**config.mk**
```make
export PLATFORM = sky130hd
export DESIGN_NAME = fetch_queue_flat
export DESIGN_NICKNAME = d
export VERILOG_FILES = /design/src/rtl/fetch_queue_if.sv /design/src/rtl/fetch_queue.sv /design/src/flat_wrapper.sv
export SDC_FILE = /design/constraint.sdc
export NUM_CORES = 1
export LEC_CHECK = 0
export CAP_MARGIN = 20
export CORE_ASPECT_RATIO = 0.5
export CORE_MARGIN = 2
export CORE_UTILIZATION = 25
export DETAILED_ROUTE_END_ITERATION = 10
export GPL_ROUTABILITY_DRIVEN = 0
export SYNTH_ARGS = -nofsm -noshare
export SYNTH_HDL_FRONTEND = slang
export SYNTH_SLANG_ARGS = --single-unit
export TNS_END_PERCENT = 5
```
**constraint.sdc**
```tcl
create_clock -name clk -period 6.8 [get_ports clk]
set_input_delay 1.36 -clock clk [delete_from_list [all_inputs] [get_ports clk]]
set_output_delay 1.36 -clock clk [all_outputs]
set_load 0.05 [all_outputs]
```
**src/rtl/fetch_queue_if.sv**
```systemverilog
// Fetch-queue handshake bundle: PC register, I-cache request/response and decode channels.
// The master modport is the queue itself; the slave modport is its surroundings.
interface fetch_queue_if #(
  parameter int PC_W = 32
);
  logic [PC_W-1:0] pc;
  logic            pc_we;
  logic            req_valid;
  logic [PC_W-1:0] req_addr;
  logic            req_ready;
  logic            resp_valid;
  logic [PC_W-1:0] resp_data;
  logic            flush;
  logic            out_valid;
  logic [PC_W-1:0] out_pc;
  logic [PC_W-1:0] out_inst;
  logic            out_ready;

  modport master (
    input  pc, req_ready, resp_valid, resp_data, flush, out_ready,
    output pc_we, req_valid, req_addr, out_valid, out_pc, out_inst
  );

  modport slave (
    output pc, req_ready, resp_valid, resp_data, flush, out_ready,
    input  pc_we, req_valid, req_addr, out_valid, out_pc, out_inst
  );
endinterface

```
**src/rtl/fetch_queue.sv**
```systemverilog
// Circular fetch queue between the PC register, an in-order I-cache and decode.
// Define FETCH_PERF_EN to add the 32-bit saturating perf_stall_cnt output.
module fetch_queue #(
  parameter int DEPTH = 4,
  parameter int PC_W  = 32
) (
  input  logic          clk,
  input  logic          rst,
  fetch_queue_if.master bus
`ifdef FETCH_PERF_EN
  ,
  output logic [31:0]   perf_stall_cnt
`endif
);
  localparam int PW = $clog2(DEPTH);
  localparam int CW = PW + 1;
  // Outstanding responses can exceed DEPTH across back-to-back redirects.
  localparam int DW = CW + 1;

  logic [PW-1:0]   head_reg, head_next, tail_reg, tail_next, fill_idx;
  logic [CW-1:0]   count_reg, count_next, pending_reg, pending_next;
  logic [DW-1:0]   drop_cnt_reg, drop_cnt_next, outstanding;
  logic [DEPTH-1:0] filled_reg, filled_next;
  logic [PC_W-1:0] slot_pc_reg   [DEPTH];
  logic [PC_W-1:0] slot_pc_next  [DEPTH];
  logic [PC_W-1:0] slot_inst_reg [DEPTH];
  logic [PC_W-1:0] slot_inst_next[DEPTH];
  logic            out_valid_reg, out_valid_next;
  logic [PC_W-1:0] out_pc_reg, out_pc_next, out_inst_reg, out_inst_next;
  logic            req_valid, alloc, fill, drop, deliver;

  assign req_valid   = !rst && !bus.flush && (count_reg < CW'(DEPTH));
  assign alloc       = req_valid && bus.req_ready;
  assign deliver     = out_valid_reg && bus.out_ready && !bus.flush;
  assign drop        = bus.resp_valid && (drop_cnt_reg != '0);
  assign fill        = bus.resp_valid && (drop_cnt_reg == '0) && (pending_reg != '0) && !bus.flush;
  // pending counts allocated-but-unfilled slots, which always sit just behind the tail
  assign fill_idx    = tail_reg - PW'(pending_reg);
  assign outstanding = drop_cnt_reg + DW'(pending_reg);

  always_comb begin
    head_next      = head_reg;
    tail_next      = tail_reg;
    count_next     = count_reg;
    pending_next   = pending_reg;
    drop_cnt_next  = drop_cnt_reg;
    filled_next    = filled_reg;
    slot_pc_next   = slot_pc_reg;
    slot_inst_next = slot_inst_reg;
    if (bus.flush) begin
      head_next    = '0;
      tail_next    = '0;
      count_next   = '0;
      pending_next = '0;
      filled_next  = '0;
      // A response landing in the flush cycle is one of the outstanding ones; it is consumed now.
      if (bus.resp_valid && (outstanding != '0))
        drop_cnt_next = outstanding - 1'b1;
      else
        drop_cnt_next = outstanding;
    end else begin
      if (alloc) begin
        slot_pc_next[tail_reg] = bus.pc;
        filled_next[tail_reg]  = 1'b0;
        tail_next              = tail_reg + 1'b1;
      end
      if (fill) begin
        slot_inst_next[fill_idx] = bus.resp_data;
        filled_next[fill_idx]    = 1'b1;
      end
      if (drop)
        drop_cnt_next = drop_cnt_reg - 1'b1;
      if (deliver) begin
        filled_next[head_reg] = 1'b0;
        head_next             = head_reg + 1'b1;
      end
      count_next   = count_reg + CW'(alloc) - CW'(deliver);
      pending_next = pending_reg + CW'(alloc) - CW'(fill);
    end
    out_valid_next = (count_next != '0) && filled_next[head_next];
    out_pc_next    = out_valid_next ? slot_pc_next[head_next]   : '0;
    out_inst_next  = out_valid_next ? slot_inst_next[head_next] : '0;
  end

  always_ff @(posedge clk or posedge rst) begin
    if (rst) begin
      head_reg      <= '0;
      tail_reg      <= '0;
      count_reg     <= '0;
      pending_reg   <= '0;
      drop_cnt_reg  <= '0;
      filled_reg    <= '0;
      out_valid_reg <= 1'b0;
      out_pc_reg    <= '0;
      out_inst_reg  <= '0;
    end else begin
      head_reg      <= head_next;
      tail_reg      <= tail_next;
      count_reg     <= count_next;
      pending_reg   <= pending_next;
      drop_cnt_reg  <= drop_cnt_next;
      filled_reg    <= filled_next;
      out_valid_reg <= out_valid_next;
      out_pc_reg    <= out_pc_next;
      out_inst_reg  <= out_inst_next;
    end
  end

  // Slot payloads need no reset: the filled flags and out_valid gate every read.
  generate
    for (genvar gi = 0; gi < DEPTH; gi++) begin : g_slot
      always_ff @(posedge clk) begin
        slot_pc_reg[gi]   <= slot_pc_next[gi];
        slot_inst_reg[gi] <= slot_inst_next[gi];
      end
    end
  endgenerate

  assign bus.req_valid = req_valid;
  assign bus.req_addr  = bus.pc;
  assign bus.pc_we     = alloc;
  assign bus.out_valid = out_valid_reg;
  assign bus.out_pc    = out_pc_reg;
  assign bus.out_inst  = out_inst_reg;

`ifdef FETCH_PERF_EN
  logic [31:0] perf_stall_cnt_reg;

  always_ff @(posedge clk or posedge rst) begin
    if (rst)
      perf_stall_cnt_reg <= '0;
    else if (req_valid && !bus.req_ready && (perf_stall_cnt_reg != '1))
      perf_stall_cnt_reg <= perf_stall_cnt_reg + 1'b1;
  end

  assign perf_stall_cnt = perf_stall_cnt_reg;
`endif
endmodule

```
**src/flat_wrapper.sv**
```systemverilog
// flat-port wrapper written by rule: the top's interface ports become plain ports
module fetch_queue_flat 
#(
  parameter int DEPTH = 4,
  parameter int PC_W  = 32
)
  (clk, rst, bus_pc, bus_req_ready, bus_resp_valid, bus_resp_data, bus_flush, bus_out_ready, bus_pc_we, bus_req_valid, bus_req_addr, bus_out_valid, bus_out_pc, bus_out_inst);
  fetch_queue_if #(.PC_W(PC_W)) bus_i ();
  input  logic clk;
  input  logic rst;
  input wire logic [$bits(bus_i.pc)-1:0] bus_pc;
  input wire logic [$bits(bus_i.req_ready)-1:0] bus_req_ready;
  input wire logic [$bits(bus_i.resp_valid)-1:0] bus_resp_valid;
  input wire logic [$bits(bus_i.resp_data)-1:0] bus_resp_data;
  input wire logic [$bits(bus_i.flush)-1:0] bus_flush;
  input wire logic [$bits(bus_i.out_ready)-1:0] bus_out_ready;
  output wire logic [$bits(bus_i.pc_we)-1:0] bus_pc_we;
  output wire logic [$bits(bus_i.req_valid)-1:0] bus_req_valid;
  output wire logic [$bits(bus_i.req_addr)-1:0] bus_req_addr;
  output wire logic [$bits(bus_i.out_valid)-1:0] bus_out_valid;
  output wire logic [$bits(bus_i.out_pc)-1:0] bus_out_pc;
  output wire logic [$bits(bus_i.out_inst)-1:0] bus_out_inst;
  assign bus_i.pc = bus_pc;
  assign bus_i.req_ready = bus_req_ready;
  assign bus_i.resp_valid = bus_resp_valid;
  assign bus_i.resp_data = bus_resp_data;
  assign bus_i.flush = bus_flush;
  assign bus_i.out_ready = bus_out_ready;
  assign bus_pc_we = bus_i.pc_we;
  assign bus_req_valid = bus_i.req_valid;
  assign bus_req_addr = bus_i.req_addr;
  assign bus_out_valid = bus_i.out_valid;
  assign bus_out_pc = bus_i.out_pc;
  assign bus_out_inst = bus_i.out_inst;
  fetch_queue #(.DEPTH(DEPTH), .PC_W(PC_W)) u_core (.clk(clk), .rst(rst), .bus(bus_i));
endmodule
```
==> results.md <==
- Leakage power total: around 7 nW
- Core Area: about 0.056 sq mm
- Drt initial violations: 578
- Setup crit start kind: primary input
- Post-CTS setup buffer count: 0
- Finished Core Util: around a third
- Initial Util: 25.5%
- Global-route wire length before repair: 59500 um
- Largest net degree at the start of global routing: between 70 and 80
- YS warnings: 0
- Worst reg-to-reg path cell count: 14
- Clock Sinks: between 300 and 400
- Hpwl dp: approximately 22000 um
- Drt pass-1 iters: 5
- Via count: about 10000
- Crit path launch: rst
- DRC: 0
- Slew @ Worst Pin: approximately 1.0 ns
- Critical Path AT: between 6 and 7 ns
- Critical path endpoint: u_core.bus.out_pc[8]
- Crit path kind: in2reg
- WL per Instance: 17.1 um
- Die height: approximately 170 um
- Max_cap viols: 0
- Vias/cell: approximately 4.8
- Crit path time final: approximately 5.6 ns
- Hold Vio Cnt, Final: 0
- Reg2reg end: u_core.bus.out_pc[8]
- Mapped cell area: approximately 0.014 sq mm
- # hold bufs at CTS: 0
- Power per cell area: about 270 mW/mm^2
- Max Root-Sink Buffers: 3
- Initial antenna violation count: 3
- R2R setup slack: 2.02 ns
- Post-Synthesis Cells: around 1300
- Top achievable clock speed: approximately 180 MHz
- RSZ-0062 raised after global routing: false
- H-tree levels: 2
- Critical R2R Launch: u_core.count_reg[2]
- Row Count: 61
- Mean post-synth cell area: roughly 11 sq um
- Final Slew Violations: 0
- CTS buffer count: 36
- Asr flop ratio synth: roughly a quarter
- Crit-path max FO: 32
- Ys flop type: dfxtp_1
- # fillers: between 5000 and 6000
- Post-CTS sizing: 0
- Outcome: finished, final reports clean
- Post-synthesis sequential area ratio: around half
- Hold Path Class: reg2reg
- Setup violations, final: 0
- Full die area: approximately 0.059 sq mm
- Root buffer cell: clkbuf_16
- Post-synth EDFFs: 0
- Nets@finish: 1496
- Worst skew pair latency: ~0.54 ns
- Die Wd: 342 um
- Grt ovf: 0
- All-Layer GR Usage: about an eighth
- Count of state elements after synthesis: between 300 and 400
- Clk slew on worst S/H paths: approximately 0.060 ns
- Antenna-violating nets left: 0
- Clock Skews: 0.0340 ns
- Maximum vdd ir drop: around 0.14 mV
- Most frequent cells in the layout: dfxtp_1, mux2_2, clkdlybuf4s50_1, nor2_1, dfrtp_1
- Commonest non-fill, non-tap cell in the layout: dfxtp_1
- TNS Setup: 0 ns
- Syn nets: ~1400
- PortBufs: approximately 170
- Data required, critical path: 7.17 ns
- Vias in the first global route: approximately 10000
- CP Capture Type: flop
- Synth unique cells: 56
- # IOs: 169
- Crit share post-route: between 80 and 90%
- CTS tree: yes
- Slew HR: around 30%
- Drt total wl: roughly 37000 um
- Layout cell share with drive strength beyond 1: between 20% and 30%
- Area growth, synth to finish: 23.7%
[worst max-delay path, cell delays in order]
cell and delay, ns:
clkdlybuf4s50_1 0.50, nor4b_1 0.89, inv_1 0.18, ha_1 0.34, inv_1 0.06, ha_1 0.12, inv_1 0.05, fa_1 0.40
xor2_1 0.17, xnor2_1 0.18, and3b_1 0.19, or3_1 0.10, o32a_2 0.80, buf_4 0.57, a211oi_1 0.09
[per-stage QoR]
step                      cell area, sq um  power [mW]  std cells  hold slack, ns  setup slack, ns
after global placement               16500        2.90       2122           0.462            0.650
final                                17600        4.81       2191           0.477             1.16
after CTS                            17600        4.87       2188           0.483             1.12
after floorplan                      14300        2.75       1305           0.451            0.815
after detailed placement             16500        2.92       2122           0.467            0.570
after global routing                 17600        5.04       2190           0.490            0.825
[cell type report]
type / count / area (sq um) / share of cell area [%]
diodes: 3 / 7.51 / 0.0425
clock buffers: 55 / 1100 / 6.25
clock inverters: 11 / 72.6 / 0.411
inverters: 46 / 175 / 0.992
multi-input cells: 791 / 6300 / 35.7
flip-flops and latches: 339 / 7200 / 40.8
well taps: 756 / 946 / 5.36
repair buffers: 190 / 1850 / 10.5
[how the worst min path moves through the flow]
stage / from / end / slack, ns / cells past startpoint
after floorplan: u_core.slot_inst_reg[64] / u_core.slot_inst_reg[64] / 0.45 / 2
after global placement: u_core.slot_inst_reg[72] / u_core.slot_inst_reg[72] / 0.46 / 2
after detailed placement: u_core.slot_inst_reg[115] / u_core.slot_inst_reg[115] / 0.47 / 1
after CTS: u_core.slot_inst_reg[85] / u_core.slot_inst_reg[85] / 0.48 / 2
after global routing: u_core.slot_inst_reg[66] / u_core.slot_inst_reg[66] / 0.49 / 2
final: u_core.slot_inst_reg[92] / u_core.slot_inst_reg[92] / 0.48 / 2
[cell usage after synthesis, drive strengths merged, types with 2 or more instances]
library cell	instances	area share, %
a211oi	35	2.6
a21boi	3	0.16
a21oi	15	0.53
a221oi	28	1.7
a31oi	28	1.2
and2	2	0.088
buf	51	2.4
clkbuf	78	2.1
dfrtp	83	15
dfxtp	256	36
fa	3	0.42
ha	19	1.7
inv	46	1.2
mux2	229	18
mux2i	4	0.28
nand2	52	1.4
nand2b	2	0.088
nand3	33	1.2
nand3b	3	0.16
nand4	5	0.22
nor2	128	3.4
nor2b	4	0.18
nor3	6	0.25
nor4	3	0.39
o2111a	4	0.32
o21a	2	0.11
o21ai	60	2.1
o221ai	64	3.9
or2	3	0.13
or4	28	1.5
xnor2	11	0.68
xor2	2	0.12
[per-layer routing]
| metal | vias up | track usage (%) | routed length [um] |
|---|---|---|---|
| li1 | 4937 | - | - |
| met1 | 5266 | 14.5 | 15300 |
| met2 | 142 | 23.5 | 20200 |
| met3 | 63 | 1.88 | 1110 |
| met4 | 0 | 3.87 | 834 |
| met5 | - | 0 | 0 |
[report_power, final]
group / switching, mW / internal (mW)
Combinational: 0.257 / 0.296
Clock: 0.811 / 1.13
Sequential: 0.108 / 2.22
Total: 1.18 / 3.64
[kinds of logic (layout without fill, tap and decap cells)]
group / count (synthesis) / after routing / synth area share (%)
compound gates: 244 / 244 / 13.0
simple gates: 277 / 277 / 9.33
xor+xnor: 15 / 15 / 1.12
fa+ha+maj: 22 / 22 / 2.09
buf+inv: 175 / 302 / 5.66
flops: 339 / 339 / 50.5
mux: 233 / 233 / 18.3
other cells: 0 / 3 / 0
Power figures use the tool's default switching activity.
